File: src/rtl/fft_pkg.sv
// Shared widths, Q1.15 limits and the round/saturate helpers
// used by the DIF butterfly datapath.
package fft_pkg;

    localparam int DATA_W = 16;
    localparam int FRAC_W = 15;
    localparam int SUM_W  = DATA_W + 1;
    localparam int PROD_W = 2 * DATA_W + 2;
    localparam int RND_W  = PROD_W - FRAC_W;

    localparam logic signed [DATA_W-1:0] Q_MAX = {1'b0, {(DATA_W-1){1'b1}}};
    localparam logic signed [DATA_W-1:0] Q_MIN = {1'b1, {(DATA_W-1){1'b0}}};

    typedef struct packed {
        logic [DATA_W-1:0] val;
        logic              clip;
    } sat_t;

    // Round half up: add 2^(FRAC_W-1), then arithmetic shift by FRAC_W.
    function automatic logic signed [RND_W-1:0] round_prod(
        input logic signed [PROD_W-1:0] p
    );
        logic signed [PROD_W-1:0] t;
        t = p + (PROD_W'(1) << (FRAC_W - 1));
        return t[PROD_W-1:FRAC_W];
    endfunction

    function automatic sat_t round_sat(
        input logic signed [RND_W-1:0] v,
        input logic                    scale
    );
        logic signed [RND_W-1:0] s;
        sat_t r;
        s = scale ? (v + RND_W'(1)) >>> 1 : v;
        r.clip = 1'b1;
        if (s > RND_W'(Q_MAX)) begin
            r.val = Q_MAX;
        end else if (s < RND_W'(Q_MIN)) begin
            r.val = Q_MIN;
        end else begin
            r.val  = s[DATA_W-1:0];
            r.clip = 1'b0;
        end
        return r;
    endfunction

endpackage

File: src/rtl/dif_cmult_round.sv
// Complex multiply of the butterfly difference by W or conj(W):
// full-precision product register, then round/scale/saturate register.
module dif_cmult_round
    import fft_pkg::*;
(
    input  logic                     clk,
    input  logic                     rst,
    input  logic                     en,
    input  logic signed [SUM_W-1:0]  d_r,
    input  logic signed [SUM_W-1:0]  d_c,
    input  logic signed [DATA_W-1:0] w_r,
    input  logic signed [DATA_W-1:0] w_c,
    input  logic                     inverse,
    input  logic                     scale,
    output logic [DATA_W-1:0]        y_r,
    output logic [DATA_W-1:0]        y_c,
    output logic                     clip
);

    logic signed [PROD_W-1:0] dr_x, dc_x, wr_x, wc_x;
    logic signed [PROD_W-1:0] m_rr, m_cc, m_rc, m_cr;
    logic signed [PROD_W-1:0] acc_r, acc_c;
    logic signed [PROD_W-1:0] p_r, p_c;
    sat_t q_r, q_c;

    always_comb begin
        dr_x = PROD_W'(d_r);
        dc_x = PROD_W'(d_c);
        wr_x = PROD_W'(w_r);
        wc_x = PROD_W'(w_c);
        m_rr = dr_x * wr_x;
        m_cc = dc_x * wc_x;
        m_rc = dr_x * wc_x;
        m_cr = dc_x * wr_x;
        // conj(W) flips the sign of every wc term
        if (inverse) begin
            acc_r = m_rr + m_cc;
            acc_c = m_cr - m_rc;
        end else begin
            acc_r = m_rr - m_cc;
            acc_c = m_rc + m_cr;
        end
        q_r = round_sat(round_prod(p_r), scale);
        q_c = round_sat(round_prod(p_c), scale);
    end

    always_ff @(posedge clk or posedge rst) begin
        if (rst) begin
            p_r  <= '0;
            p_c  <= '0;
            y_r  <= '0;
            y_c  <= '0;
            clip <= 1'b0;
        end else if (en) begin
            p_r  <= acc_r;
            p_c  <= acc_c;
            y_r  <= q_r.val;
            y_c  <= q_c.val;
            clip <= q_r.clip | q_c.clip;
        end
    end

endmodule

File: src/rtl/dif_butterfly_unit.sv
// Radix-2 DIF butterfly: A' = A + B, B' = (A - B) * W (or conj W),
// three-stage pipeline with a single global stall enable.
module dif_butterfly_unit #(
    parameter int DATA_W = fft_pkg::DATA_W
) (
    input  logic              clk,
    input  logic              rst,
    input  logic              i_valid,
    output logic              o_ready,
    input  logic [DATA_W-1:0] i_data_ra,
    input  logic [DATA_W-1:0] i_data_ca,
    input  logic [DATA_W-1:0] i_data_rb,
    input  logic [DATA_W-1:0] i_data_cb,
    input  logic [DATA_W-1:0] i_twiddle_r,
    input  logic [DATA_W-1:0] i_twiddle_c,
    input  logic              i_inverse,
    input  logic              i_scale,
    output logic              o_valid,
    input  logic              i_ready,
    output logic [DATA_W-1:0] o_data_ra,
    output logic [DATA_W-1:0] o_data_ca,
    output logic [DATA_W-1:0] o_data_rb,
    output logic [DATA_W-1:0] o_data_cb,
    output logic              o_ovf,
    input  logic              i_ovf_clr
);

    import fft_pkg::*;

    logic                     en;
    logic                     s1_valid, s1_inv, s1_scale;
    logic signed [SUM_W-1:0]  s1_sr, s1_sc, s1_dr, s1_dc;
    logic signed [DATA_W-1:0] s1_wr, s1_wc;
    logic                     s2_valid, s2_scale;
    logic signed [SUM_W-1:0]  s2_sr, s2_sc;
    logic                     a_clip, b_clip;
    sat_t                     a_r, a_c;

    assign en      = ~o_valid | i_ready;
    assign o_ready = en;

    always_comb begin
        a_r = round_sat(RND_W'(s2_sr), s2_scale);
        a_c = round_sat(RND_W'(s2_sc), s2_scale);
    end

    always_ff @(posedge clk or posedge rst) begin
        if (rst) begin
            s1_valid  <= 1'b0;
            s1_inv    <= 1'b0;
            s1_scale  <= 1'b0;
            s1_sr     <= '0;
            s1_sc     <= '0;
            s1_dr     <= '0;
            s1_dc     <= '0;
            s1_wr     <= '0;
            s1_wc     <= '0;
            s2_valid  <= 1'b0;
            s2_scale  <= 1'b0;
            s2_sr     <= '0;
            s2_sc     <= '0;
            o_valid   <= 1'b0;
            o_data_ra <= '0;
            o_data_ca <= '0;
            a_clip    <= 1'b0;
            o_ovf     <= 1'b0;
        end else begin
            if (en) begin
                s1_valid  <= i_valid;
                s1_inv    <= i_inverse;
                s1_scale  <= i_scale;
                s1_sr     <= {i_data_ra[DATA_W-1], i_data_ra}
                           + {i_data_rb[DATA_W-1], i_data_rb};
                s1_sc     <= {i_data_ca[DATA_W-1], i_data_ca}
                           + {i_data_cb[DATA_W-1], i_data_cb};
                s1_dr     <= {i_data_ra[DATA_W-1], i_data_ra}
                           - {i_data_rb[DATA_W-1], i_data_rb};
                s1_dc     <= {i_data_ca[DATA_W-1], i_data_ca}
                           - {i_data_cb[DATA_W-1], i_data_cb};
                s1_wr     <= i_twiddle_r;
                s1_wc     <= i_twiddle_c;
                s2_valid  <= s1_valid;
                s2_scale  <= s1_scale;
                s2_sr     <= s1_sr;
                s2_sc     <= s1_sc;
                o_valid   <= s2_valid;
                o_data_ra <= a_r.val;
                o_data_ca <= a_c.val;
                a_clip    <= a_r.clip | a_c.clip;
            end
            // a clamp only counts once its result leaves the block
            o_ovf <= (o_valid & i_ready & (a_clip | b_clip))
                   | (o_ovf & ~i_ovf_clr);
        end
    end

    dif_cmult_round u_cmult (
        .clk     (clk),
        .rst     (rst),
        .en      (en),
        .d_r     (s1_dr),
        .d_c     (s1_dc),
        .w_r     (s1_wr),
        .w_c     (s1_wc),
        .inverse (s1_inv),
        .scale   (s2_scale),
        .y_r     (o_data_rb),
        .y_c     (o_data_cb),
        .clip    (b_clip)
    );

endmodule
File: config.mk
export PLATFORM = sky130hd
export DESIGN_NAME = dif_butterfly_unit
export DESIGN_NICKNAME = d
export VERILOG_FILES = /design/src/rtl/fft_pkg.sv /design/src/rtl/dif_cmult_round.sv /design/src/rtl/dif_butterfly_unit.sv
export SDC_FILE = /design/constraint.sdc
export NUM_CORES = 2
export LEC_CHECK = 0
export ABC_AREA = 1
export CAP_MARGIN = 5
export CORE_ASPECT_RATIO = 1.5
export CORE_MARGIN = 5
export CORE_UTILIZATION = 25
export CTS_CLUSTER_SIZE = 25
export DETAILED_ROUTE_END_ITERATION = 8
export PLACE_DENSITY_LB_ADDON = 0.1
export SYNTH_ARGS = -nofsm -noshare
export SYNTH_HDL_FRONTEND = slang
export SYNTH_SLANG_ARGS = --single-unit
File: constraint.sdc
create_clock -name clk -period 13.8 [get_ports clk]
set_clock_uncertainty 0.15 [all_clocks]
set_input_delay 3.45 -clock clk [delete_from_list [all_inputs] [get_ports clk]]
set_output_delay 3.45 -clock clk [all_outputs]
set_load 0.005 [all_outputs]
# [After elaboration in Yosys (flattened, before gate mapping)]
# Cells that the tools add are included.
[totals] register_bits=275 latchBits=0 ramBits=0 rom_bits=0 output_inout_bits=67 elab_cells=81 n_memories=0
[op_classes] add_sub_neg=14 n_mul=4 div_mod_pow=0 magnitude_cmp=8 eq_ne=0 shifts=0 muxes=22 n_bitwise=10 n_reduce_logical=0
[ops] op="$mul A17 B16 Y33" n=4
[ops] op="$mux W16" n=8
[ops] op="$gt A19 B16 Y1 const B" n=4
[ops] op="$lt A19 B16 Y1 const B" n=4
[ops] op="$mux W19" n=4
[ops] op="$add A34 B16 Y34 const B" n=2
[ops] op="$add A34 B34 Y34" n=2
[ops] op="$mux W34" n=2
[ops] op="$sub A34 B34 Y34" n=2
[ops] op="$add A19 B2 Y19 const B" n=2
[ops] op="$add A17 B2 Y18 const B" n=2
[ops] op="$add A16 B16 Y17" n=2
[ops] op="$sub A16 B16 Y17" n=2
[ops] op="$mux W1" n=8
[ops] op="$or A1 B1 Y1" n=5
[ops] op="$and A1 B1 Y1" n=3
[ops] op="$not A1 Y1" n=2

# [Depth between registers and ports, before layout]
[depth] word_depth=7 mapped_depth=47

# [Modules after synthesis]
# Synthesis repeated with hierarchy kept, for this count alone.
[hier_totals] cells_unflattened=8776 hier_area_um2=64145.3
[by_module_without_submodules] mod="dif_cmult_round" instances=1 cells_each=7198 area_per_inst_um2=52950.8 seq_area_each_um2=1826.8
[by_module_without_submodules] mod="dif_butterfly_unit" instances=1 cells_each=1578 area_per_inst_um2=11194.5 seq_area_each_um2=4304.1

# [Worst setup path after synthesis]
# OpenSTA, ideal clock, no wires.
[synth_path] kind="input-to-output" start="in i_ready" end="out o_ready" arrival_ns=4.405 path_slack_ns=5.795 cell_stages=5 path_buffers=3 cell_sequence="nor2_1 inv_1 buf_4 buf_2 clkbuf_1"
[synth_between] elab_chain_cells=1
[synth_rtl] element="start: declaration" line="dif_butterfly_unit.sv:19" source="input logic i_ready,"
[synth_rtl] element="$or A1 B1 Y1" line="dif_butterfly_unit.sv:39" source="assign en = ~o_valid | i_ready;"
[synth_rtl] element="end: declaration" line="dif_butterfly_unit.sv:9" source="output logic o_ready,"
# Every way passes these cells.

# [Worst setup path after layout]
[layout_path] start="reg s1_wc[2]" end="reg u_cmult.p_c[33]"
[layout_between] elab_chain_cells=3
[layout_rtl] element="start: declaration" line="dif_butterfly_unit.sv:33" source="logic signed [DATA_W-1:0] s1_wr, s1_wc;"
[layout_rtl] element="start signal: assignment" line="dif_butterfly_unit.sv:81" source="s1_wc <= i_twiddle_c;"
[layout_rtl] element="$mul A17 B16 Y33 (*)" line="dif_cmult_round.sv:33" source="m_rc = dr_x * wc_x;"
[layout_rtl] element="$add A34 B34 Y34 or $sub A34 B34 Y34 (tied branches)" line="dif_cmult_round.sv:41, dif_cmult_round.sv:38"
[layout_rtl] element="$mux W34 (*)" line="dif_cmult_round.sv:36" source="if (inverse) begin"
[layout_rtl] element="end signal: assignment" line="dif_cmult_round.sv:50" source="p_c <= '0;"
[layout_rtl] element="end signal: assignment" line="dif_cmult_round.sv:56" source="p_c <= acc_c;"
[layout_rtl] element="end: declaration" line="dif_cmult_round.sv:23" source="logic signed [PROD_W-1:0] p_r, p_c;"
# Every way passes the cells marked *; elsewhere a longest branch is shown, timed or not.
# A chain may end at the register's enable or synchronous reset.

==> metrics.yaml <==
seqCellArea_mm2: 0.006137
cts.path.max_buffers: 3
ys_seq_elements: 245
slew_headroom_pct: 29.11
cts_setup_buffers: 0
clk_pin_slew_ns: 0.07
layout_commonest_cell: "inv_1"
drtPass1Iterations: 5
globalRouteMet1Util_pct: 19.38
start_kind: "flip-flop"
root_buffer: "clkbuf_16"
grt_usage_pct: 17.50
dp_hpwl_um: 189000
synth_area_leaders: "fa_1 (35%), inv_1 (13%), nand2_1 (13%), dfrtp_1 (9.7%), ha_1 (9.3%)"
routed_wl_um: 229200
setup_viol: 0
grt_max_degree: 136
cts_tree: "yes"
io_pins: 170
layout_min_cycle_time_ns: 9.682
syn_nets: 10270
dieArea_mm2: 0.2631
drt_iter0_drc: 2446
fin_nets: 10230
vias: 52330
clkLatencyLatePin_ns: 0.65
hold_buffers: 0
max_stage_delay_ns: 0.95
n_fill_cell: 27970
core_area_mm2: 0.2522
die_h_um: 625.7
yosys.area.top_type: "fa_1"
synth-edff-count: 0
grt_pass1_vias: 57350
stdcell_count: 11880
fmax_mhz: 103.3
yosysSeqAreaShare_pct: 9.703
viasPerCell: 4.403
port_buffers: 169
antenna_found_initial: 5
worst_ep_required_time_ns: 14.20
mostFrequentLayoutCells: "inv_1 (2243), nand2_1 (2240), fa_1 (1108)"
crit_type: "flip-flop to flip-flop"
path_common_cell: "inv_1"
synth-main-ff-cell: "dfrtp_1"
end_kind: "flip-flop"
cts.sink_count: 245
avgRoutedWirePerCell_um: 19.28
syn_inst: 8585
met3_usage_pct: 1.349
syn2layout_area_growth_pct: 10.16
grt_pass1_wl_um: 349300
yosysTopAreaCellShare_pct: 35.10
crit_arrival_ns: 10.08
synth.distinct_cells: 62
routabilityCongestion: 0.8482
layout-drive-gt1-share_pct: 2.868
start_util_pct: 25.05
rsz0062_at_grt: "no"
syn-mean-instance-area_um2: 7.360
hold_viol: 0
post-route-period-util_pct: 70.16
multi_input_area_mm2: 0.04736
async_reset_ff_share_pct: 100.0
numCtsBuffers: 34
die_x_um: 420.5
cap_violations: 0
ant_nets: 0
ctsHtreeMaxLevel: 2
grt_util_met2_pct: 35.26
cts_resized: 0
grt-ovfl-total: 0
drc: 0
dp_cells: 11820
drv_slew: 0
worst_slew_pin_slew_ns: 1.063
status: "finished, final reports clean"
finalSetupTns_ns: 0
netlist_area_mm2: 0.06319
yosysWarnings: 0
num_rows: 226
critical-path-slowest-cell: "dfrtp_1"
crit_fanout: 19
hold_path_class: "flip-flop to flip-flop"
grt.busiest_layer: "met2"
## synth_stat cells (7+ instances only)
cell      count
or2_2        52
o21ai_1      18
o21ai_0     304
nor3_2        9
nand3b_1     14
nand2_1    2240
o211ai_1     14
dfrtp_1     245
clkbuf_1    305
o21bai_1     21
fa_1       1108
a211oi_1      8
inv_1      2245
nor2_2       11
ha_1        472
a21oi_1     306
a21o_1        9
xnor2_1      65
nand4_1      68
nor2_1      428
o22ai_1      14
o31ai_1      15
o21a_1       12
nor4_1        9
nor3_1       62
xor2_1      180
a221oi_1     10
nand3_1     223
buf_1        13
nand3_2       7
a31oi_1      34
## layer usage
metal  wire length [µm]  up-vias
met5                  0        -
met4               6948        0
met3               6615      196
met2             127900      827
met1              87730    26170
li1                   -    25130
## registers in the layout, indices dropped and copies added (netlist names), 17 cells and up
name	flops
s1_sr	17
s1_sc	17
u_cmult.p_r	20
s2_sc	17
s2_sr	17
u_cmult.p_c	20
## cell families (layout without fill, tap and decap cells)
family,count (synthesis),in the layout,synth area share (%)
and+or+nand+nor,3146,3146,20.21
buffers and inverters,2578,2569,15.36
adders and majority gates,1580,1580,44.45
AOI/OAI and AO/OA,790,790,6.863
xor gates and xnor gates,246,246,3.422
DFF,245,245,9.703
other,0,2,0
## layout make-up
| cell class | instances | share of cell area (%) |
|---|---|---|
| multi-input cells | 5762 | 68.04 |
| inverters | 2253 | 12.17 |
| flip-flops and latches | 245 | 8.816 |
| well taps | 3306 | 5.942 |
| repair buffers | 255 | 3.394 |
| clock buffers | 47 | 1.335 |
| clock inverters | 14 | 0.2966 |
| diodes | 2 | 0.007190 |
## worst paths after layout
check                               start  slack [ns]  depth (start not counted)              end
min in group asynchronous             rst        3.17                          2   u_cmult.y_c[3]
worst min-delay path            s1_sc[10]        0.32                          2        s2_sc[10]
worst max register to register   s1_wc[2]        4.12                         38  u_cmult.p_c[33]
worst min register to register  s1_sc[10]        0.32                          2        s2_sc[10]
max in group asynchronous             rst        8.11                          4        s1_wc[14]
worst max-delay path             s1_wc[2]        4.12                         38  u_cmult.p_c[33]
## worst max-delay path, delay by kind of cell, from the launching register on
kind	cells	cell delay (ns)
buffers and inverters	9	1.18
adder cells (fa/ha/maj)	8	3.59
AND/OR/NAND/NOR	13	2.21
AO/OA/AOI/OAI	7	1.31
XOR/XNOR	1	0.18
flip-flops	1	0.95
## through the flow
step           utilization (%)  hold WS, ns  cell area [µm²]  setup WS, ns
2_1_floorplan                -       0.2900            63190         3.470
3_3_place_gp             27.15       0.2977            68470         4.190
3_5_place_dp             27.15       0.3042            68470         4.195
4_1_cts                  27.60       0.3189            69610         4.104
5_1_grt                  27.60       0.3431            69610         3.580
6_report                 27.60       0.3169            69610         4.118
Power is not shown: default switching activity piles up to over one toggle a cycle in this logic, so the estimate is an artifact.
